[src/rtl/sine_meas_pkg.sv]
// Shared types and constants for the sine measurement block.
// SINE_MEAS_HYST_EN selects hysteretic crossing detection in zc_detect.
package sine_meas_pkg;

  typedef enum logic [0:0] {
    IDLE    = 1'b0,
    MEASURE = 1'b1
  } state_t;

  localparam int unsigned CNT_W_DEF = 32'd16;

  // Mid-level of an offset-binary sample of the given width.
  function automatic int unsigned mid_of(input int unsigned width);
    return 32'd1 << (width - 32'd1);
  endfunction

  // Largest sample index before a measurement is abandoned.
  function automatic int unsigned timeout_of(input int unsigned cnt_w);
    return (32'd1 << cnt_w) - 32'd1;
  endfunction

  localparam int unsigned TIMEOUT_DEF = timeout_of(CNT_W_DEF);

endpackage

[src/rtl/sine_meas_zc_detect.sv]
// Rising mid-level crossing detector for one sample channel.
// With SINE_MEAS_HYST_EN defined the channel arms only below MID-HYST.
module zc_detect
  import sine_meas_pkg::*;
#(
  parameter int WIDTH = 8,
  parameter int HYST  = 8
) (
  input  logic             clk,
  input  logic             rst,
  input  logic             clr,
  input  logic             en,
  input  logic [WIDTH-1:0] din,
  output logic             xing
);

`ifdef SINE_MEAS_HYST_EN
  localparam bit HYST_ON = 1'b1;
`else
  localparam bit HYST_ON = 1'b0;
`endif

  localparam int ARM_DEPTH = HYST_ON ? HYST : 0;
  localparam logic [WIDTH-1:0] MID_LVL = WIDTH'(mid_of(WIDTH));
  localparam logic [WIDTH-1:0] ARM_LVL = WIDTH'(mid_of(WIDTH) - ARM_DEPTH);

  // With zero depth, armed_r means "the previous valid sample was below MID",
  // which is exactly the plain previous/current comparison.
  logic armed_r;
  logic below_s;
  logic above_s;

  // Level compares and en-qualified crossing flag.
  always_comb begin
    below_s = (din < ARM_LVL);
    above_s = (din >= MID_LVL);
    xing    = en & armed_r & above_s;
  end

  // Arm below the arm level; a crossing consumes the arm.
  always_ff @(posedge clk) begin
    if (rst || clr) begin
      armed_r <= 1'b0;
    end else if (en && below_s) begin
      armed_r <= 1'b1;
    end else if (xing) begin
      armed_r <= 1'b0;
    end else begin
      armed_r <= armed_r;
    end
  end

endmodule

[src/rtl/sine_meas.sv]
// Measures ch0 period and ch1 lag (in samples) from two offset-binary sines.
// Optional hysteresis: define SINE_MEAS_HYST_EN.
module sine_meas
  import sine_meas_pkg::*;
#(
  parameter int WIDTH = 8,
  parameter int CNT_W = 16,
  parameter int HYST  = 8
) (
  input  logic             clk,
  input  logic             rst,
  input  logic             en,
  input  logic [WIDTH-1:0] din,
  input  logic [WIDTH-1:0] din2,
  output logic [CNT_W-1:0] period,
  output logic [CNT_W-1:0] lag,
  output logic             lag_ok,
  output logic             valid,
  output logic             locked
);

  localparam logic [CNT_W-1:0] S_MAX = CNT_W'(timeout_of(CNT_W));

  state_t           state_r;
  state_t           state_nx_s;
  logic             x0_s;
  logic             x1_s;
  logic             start_s;
  logic             close_s;
  logic             tmo_s;
  logic [CNT_W-1:0] s_r;
  logic [CNT_W-1:0] lag_cap_r;
  logic             lag_seen_r;
  logic [CNT_W-1:0] period_r;
  logic [CNT_W-1:0] lag_r;
  logic             lag_ok_r;
  logic             valid_r;
  logic             locked_r;

  zc_detect #(.WIDTH(WIDTH), .HYST(HYST)) u_zc0 (
    .clk  (clk),
    .rst  (rst),
    .clr  (tmo_s),
    .en   (en),
    .din  (din),
    .xing (x0_s)
  );

  zc_detect #(.WIDTH(WIDTH), .HYST(HYST)) u_zc1 (
    .clk  (clk),
    .rst  (rst),
    .clr  (tmo_s),
    .en   (en),
    .din  (din2),
    .xing (x1_s)
  );

  // State register.
  always_ff @(posedge clk) begin
    if (rst) begin
      state_r <= IDLE;
    end else begin
      state_r <= state_nx_s;
    end
  end

  // Next state plus period start/close and timeout decisions.
  always_comb begin
    state_nx_s = state_r;
    start_s    = 1'b0;
    close_s    = 1'b0;
    tmo_s      = 1'b0;
    case (state_r)
      IDLE: begin
        if (x0_s) begin
          state_nx_s = MEASURE;
          start_s    = 1'b1;
        end else begin
          state_nx_s = IDLE;
        end
      end
      MEASURE: begin
        if (x0_s) begin
          state_nx_s = MEASURE;
          start_s    = 1'b1;
          close_s    = 1'b1;
        end else if (en && (s_r == S_MAX)) begin
          state_nx_s = IDLE;
          tmo_s      = 1'b1;
        end else begin
          state_nx_s = MEASURE;
        end
      end
      default: begin
        state_nx_s = IDLE;
      end
    endcase
  end

  // Sample index, lag capture and registered results.
  // A ch1 crossing on the same sample as a ch0 crossing opens the new period at k=0.
  always_ff @(posedge clk) begin
    if (rst) begin
      s_r        <= {CNT_W{1'b0}};
      lag_cap_r  <= {CNT_W{1'b0}};
      lag_seen_r <= 1'b0;
      period_r   <= {CNT_W{1'b0}};
      lag_r      <= {CNT_W{1'b0}};
      lag_ok_r   <= 1'b0;
      valid_r    <= 1'b0;
      locked_r   <= 1'b0;
    end else begin
      valid_r <= 1'b0;
      if (tmo_s) begin
        s_r        <= {CNT_W{1'b0}};
        lag_cap_r  <= {CNT_W{1'b0}};
        lag_seen_r <= 1'b0;
        locked_r   <= 1'b0;
      end else if (start_s) begin
        s_r        <= CNT_W'(1);
        lag_cap_r  <= {CNT_W{1'b0}};
        lag_seen_r <= x1_s;
        if (close_s) begin
          period_r <= s_r;
          lag_r    <= lag_cap_r;
          lag_ok_r <= lag_seen_r;
          valid_r  <= 1'b1;
          locked_r <= 1'b1;
        end
      end else if (en && (state_r == MEASURE)) begin
        s_r <= s_r + CNT_W'(1);
        if (x1_s && !lag_seen_r) begin
          lag_cap_r  <= s_r;
          lag_seen_r <= 1'b1;
        end
      end
    end
  end

  assign period = period_r;
  assign lag    = lag_r;
  assign lag_ok = lag_ok_r;
  assign valid  = valid_r;
  assign locked = locked_r;

endmodule

[config.mk]
export PLATFORM = sky130hd
export DESIGN_NAME = sine_meas
export DESIGN_NICKNAME = d
export VERILOG_FILES = /design/src/rtl/sine_meas_pkg.sv /design/src/rtl/sine_meas_zc_detect.sv /design/src/rtl/sine_meas.sv
export SDC_FILE = /design/constraint.sdc
export NUM_CORES = 1
export LEC_CHECK = 0
export BUFFER_PORTS_ARGS = -buffer_cell sky130_fd_sc_hd__buf_2
export CAP_MARGIN = 20
export CELL_PAD_IN_SITES_DETAIL_PLACEMENT = 0
export CELL_PAD_IN_SITES_GLOBAL_PLACEMENT = 2
export CORE_MARGIN = 2
export CORE_UTILIZATION = 30
export CTS_BUF_LIST = sky130_fd_sc_hd__clkbuf_2 sky130_fd_sc_hd__clkbuf_4 sky130_fd_sc_hd__clkbuf_8
export DETAILED_ROUTE_END_ITERATION = 10
export GPL_ROUTABILITY_DRIVEN = 1
export PLACE_DENSITY = 0.78
export SYNTH_ARGS = -nofsm -noshare
export SYNTH_HDL_FRONTEND = slang
export SYNTH_HIERARCHICAL = 1
export SYNTH_SLANG_ARGS = --single-unit
[constraint.sdc]
create_clock -name clk -period 1.5 [get_ports clk]
set_input_delay 0.375 -clock clk [delete_from_list [all_inputs] [get_ports clk]]
set_output_delay 0.375 -clock clk [all_outputs]
set_load 0.05 [all_outputs]
==> flow_summary_export.csv <==
group,metric,value,unit
synthesis,netlist_top_cells_area,"dfxtp_1 (51%), nand2_1 (15%), a21oi_1 (9.6%), xnor2_1 (3.8%), nor2_1 (3.3%)",
sta,slew_violations,0,
clocking,cts.sinks,71,
setup_path,cp_slowest_stage_delay,500,ps
layout,final_cell_area,3790,um^2
synthesis,syn-num-nets,361,
placed_design,place.gp.congestion,0.787,
setup_path,startpoint,"s_r[0]",
clocking,htree_levels,3,
placed_design,port_buffers,39,
routing,drt-initial-drc-count,66,
setup_path,cp_data_arrival_time,1940,ps
sta,rsz0062_at_grt,"true",
setup_path,critPathKind,"flip-flop to flip-flop",
layout,synthToLayoutAreaGrowth,37.1,%
min_path,hold_path.class,"input port to flip-flop",
sta,finalHoldViolCount,0,
setup_path,worst_setup_path_start_kind,"flip-flop",
synthesis,ys_warn_count,6,
clocking,clk_path_buf_depth,2,
placed_design,hpwl,4830,um
layout,antennaDiodeCount,0,
sta,skew,6.24,ps
power,powerDensity,980,nW/um^2
sta,hold_slack,227,ps
floorplan,dieArea,10000,um^2
clocking,insertion_delay,350,ps
floorplan,core_area,9110,um^2
global_route,grt_pass1_vias,2388,
global_route,grt_pass1_wl,11400,um
floorplan,placementRows,35,
power,p_leak,1.40,nW
status,violations,"setup timing",
routing,wire_per_inst,12.7,um
routing,drt-total-wl,6820,um
global_route,grt_max_degree,24,
sta,min_period,1650,ps
status,status,"finished, violations left",
synthesis,synth_cells,341,
routing,vias,2500,
synthesis,yosys.area.top_type,"dfxtp_1",
setup_path,cp-end-kind,"flip-flop",
placed_design,dpl-instance-area,3460,um^2
placed_design,dpl_worst_slack,-172,ps
floorplan,start_util,0.303,
layout,layout_commonest_cell,"nand2_1",
synthesis,avgSynthCellArea,8.11,um^2
synthesis,ys_seq_area_frac,0.514,
clocking,numCtsBuffers,9,
sta,relSlewSlack,0.724,
sta,tightestPinTransition,409,ps
setup_path,path_max_fanout,5,
layout,final_cell_mix,"nand2_1 (109), dfxtp_1 (64), a21oi_1 (45)",
global_route,grt_use_total,0.145,
setup_path,cp_slowest_cell,"or4b_1",
sta,fin_crit_sh,1.10,
setup_path,critPathRequiredTime,1790,ps
flow_run,drv_cap,0,
clocking,clkTransAtPathRegs,80,ps
power,ir_drop,0.000379,V
layout,nets,440,
synthesis,synth_seq_cells,71,
routing,antenna_left,0,
routing,via_per_inst,4.66,
floorplan,die_w,100,um
layout,seq_area,1430,um^2
synthesis,mappedNetlistArea,2760,um^2
synthesis,synth_top_cell_area_share,0.514,
layout,multi_input_area,1290,um^2
sta,setup_viol,34,
setup_path,r2r_start,"s_r[0]",
sta,fmax,0.605,GHz
clocking,cts_tree,"done",
layout,drive_gt1_frac,0.327,
floorplan,io_pins,54,
synthesis,ys_types,29,
sta,fin_ws,-153,ps
routing,route.detailed.drc,0,
clocking,root_buffer,"clkbuf_8",
layout,final_core_util,0.416,
routing,first_pass_iters,4,
layout,fillers,978,
setup_path,rrSetupSlack,-150,ps
floorplan,die_h,100,um
setup_path,crit_chain,"buf_4 > nand4_1 > or2_1 > or4b_1 > a21oi_1",
min_path,hp-start,"din2[7]",
sta,setup_tns,-3690,ps
global_route,antenna_found_initial,0,
global_route,globalRouteOverflowTotal,0,
kinds of logic (layout without fill, tap and decap cells):
kind of cell,after synthesis,in the layout,share of synthesized area
buffers and inverters,27,111,0.0480
adder cells (fa/ha/maj),1,1,0.00453
AND/OR/NAND/NOR,171,171,0.273
XOR/XNOR,13,13,0.0412
AO/OA/AOI/OAI,58,58,0.119
flip-flops,71,71,0.514
cell type report:
class	instances	area share
clock buffers	9	0.0327
well taps	111	0.0367
flip-flops and latches	71	0.377
inverters	3	0.00297
clock inverters	7	0.0258
multi-input cells	243	0.342
repair buffers	92	0.183
what timing repair did:
action                                  4_1_cts  5_1_grt
endpoints found under the setup margin       34       37
pin swaps                                     3        1
setup buffers                                 1        2
hold buffers                                  0        0
gates resized for setup                      14        7
sequential cells by signal, summed over array words and instances (netlist names), 16 cells and up:
| signal | cells |
|---|---|
| lag | 16 |
| lag_cap_r | 16 |
| period | 16 |
| s_r | 16 |
per-layer routing:
| metal | GRT usage | part of all wire | up-vias |
|---|---|---|---|
| met4 | 0.0717 | 0.023 | 0 |
| met2 | 0.216 | 0.42 | 45 |
| li1 | - | - | 1287 |
| met3 | 0.0334 | 0.037 | 12 |
| met1 | 0.199 | 0.52 | 1156 |
| met5 | 0 | 0 | - |
worst max-delay path, delay by kind of cell, from the launching register on:
kind	cells	cell delay (ps)
and+or+nand+nor	3	920
AOI/OAI and AO/OA	1	150
DFF	1	360
buffers and inverters	1	160
synth_stat cells:
| master | n |
|---|---|
| a2111oi_2 | 2 |
| a21oi_1 | 53 |
| and2_1 | 1 |
| and3_2 | 2 |
| buf_2 | 7 |
| buf_6 | 3 |
| clkbuf_1 | 14 |
| dfxtp_1 | 71 |
| ha_1 | 1 |
| inv_1 | 3 |
| nand2_1 | 109 |
| nand2b_1 | 1 |
| nand3_1 | 4 |
| nand4_1 | 7 |
| nand4_4 | 1 |
| nand4b_1 | 1 |
| nor2_1 | 24 |
| nor2b_1 | 1 |
| nor3_1 | 12 |
| nor3b_2 | 1 |
| nor4_1 | 3 |
| o21ai_4 | 1 |
| o41ai_1 | 2 |
| or2_1 | 1 |
| or3b_1 | 1 |
| or4_4 | 1 |
| or4b_1 | 1 |
| xnor2_1 | 12 |
| xor2_1 | 1 |
per-stage QoR:
stage          power (W)  instances
6_report         0.00371        536
5_1_grt          0.00385        536
4_1_cts          0.00376        534
3_5_place_dp     0.00205        517
3_3_place_gp     0.00205        517
2_1_floorplan    0.00200        341
power by group:
group | switching (W) | leakage [nW] | total [W] | internal [W]
registers | 0.00000419 | 0.576 | 0.00189 | 0.00189
logic | 0.0000721 | 0.722 | 0.000117 | 0.0000449
clock network | 0.000763 | 0.105 | 0.00170 | 0.000938
total | 0.000839 | 1.40 | 0.00371 | 0.00287
worst paths after layout:
kind / endpoint / cells after the start
setup / recovery: s_r[15] / 5
hold / removal: u_zc1/armed_r / 2
setup reg to reg: s_r[15] / 5
hold reg to reg: lag[15] / 2
No activity file was read; power rests on OpenSTA's default activity.
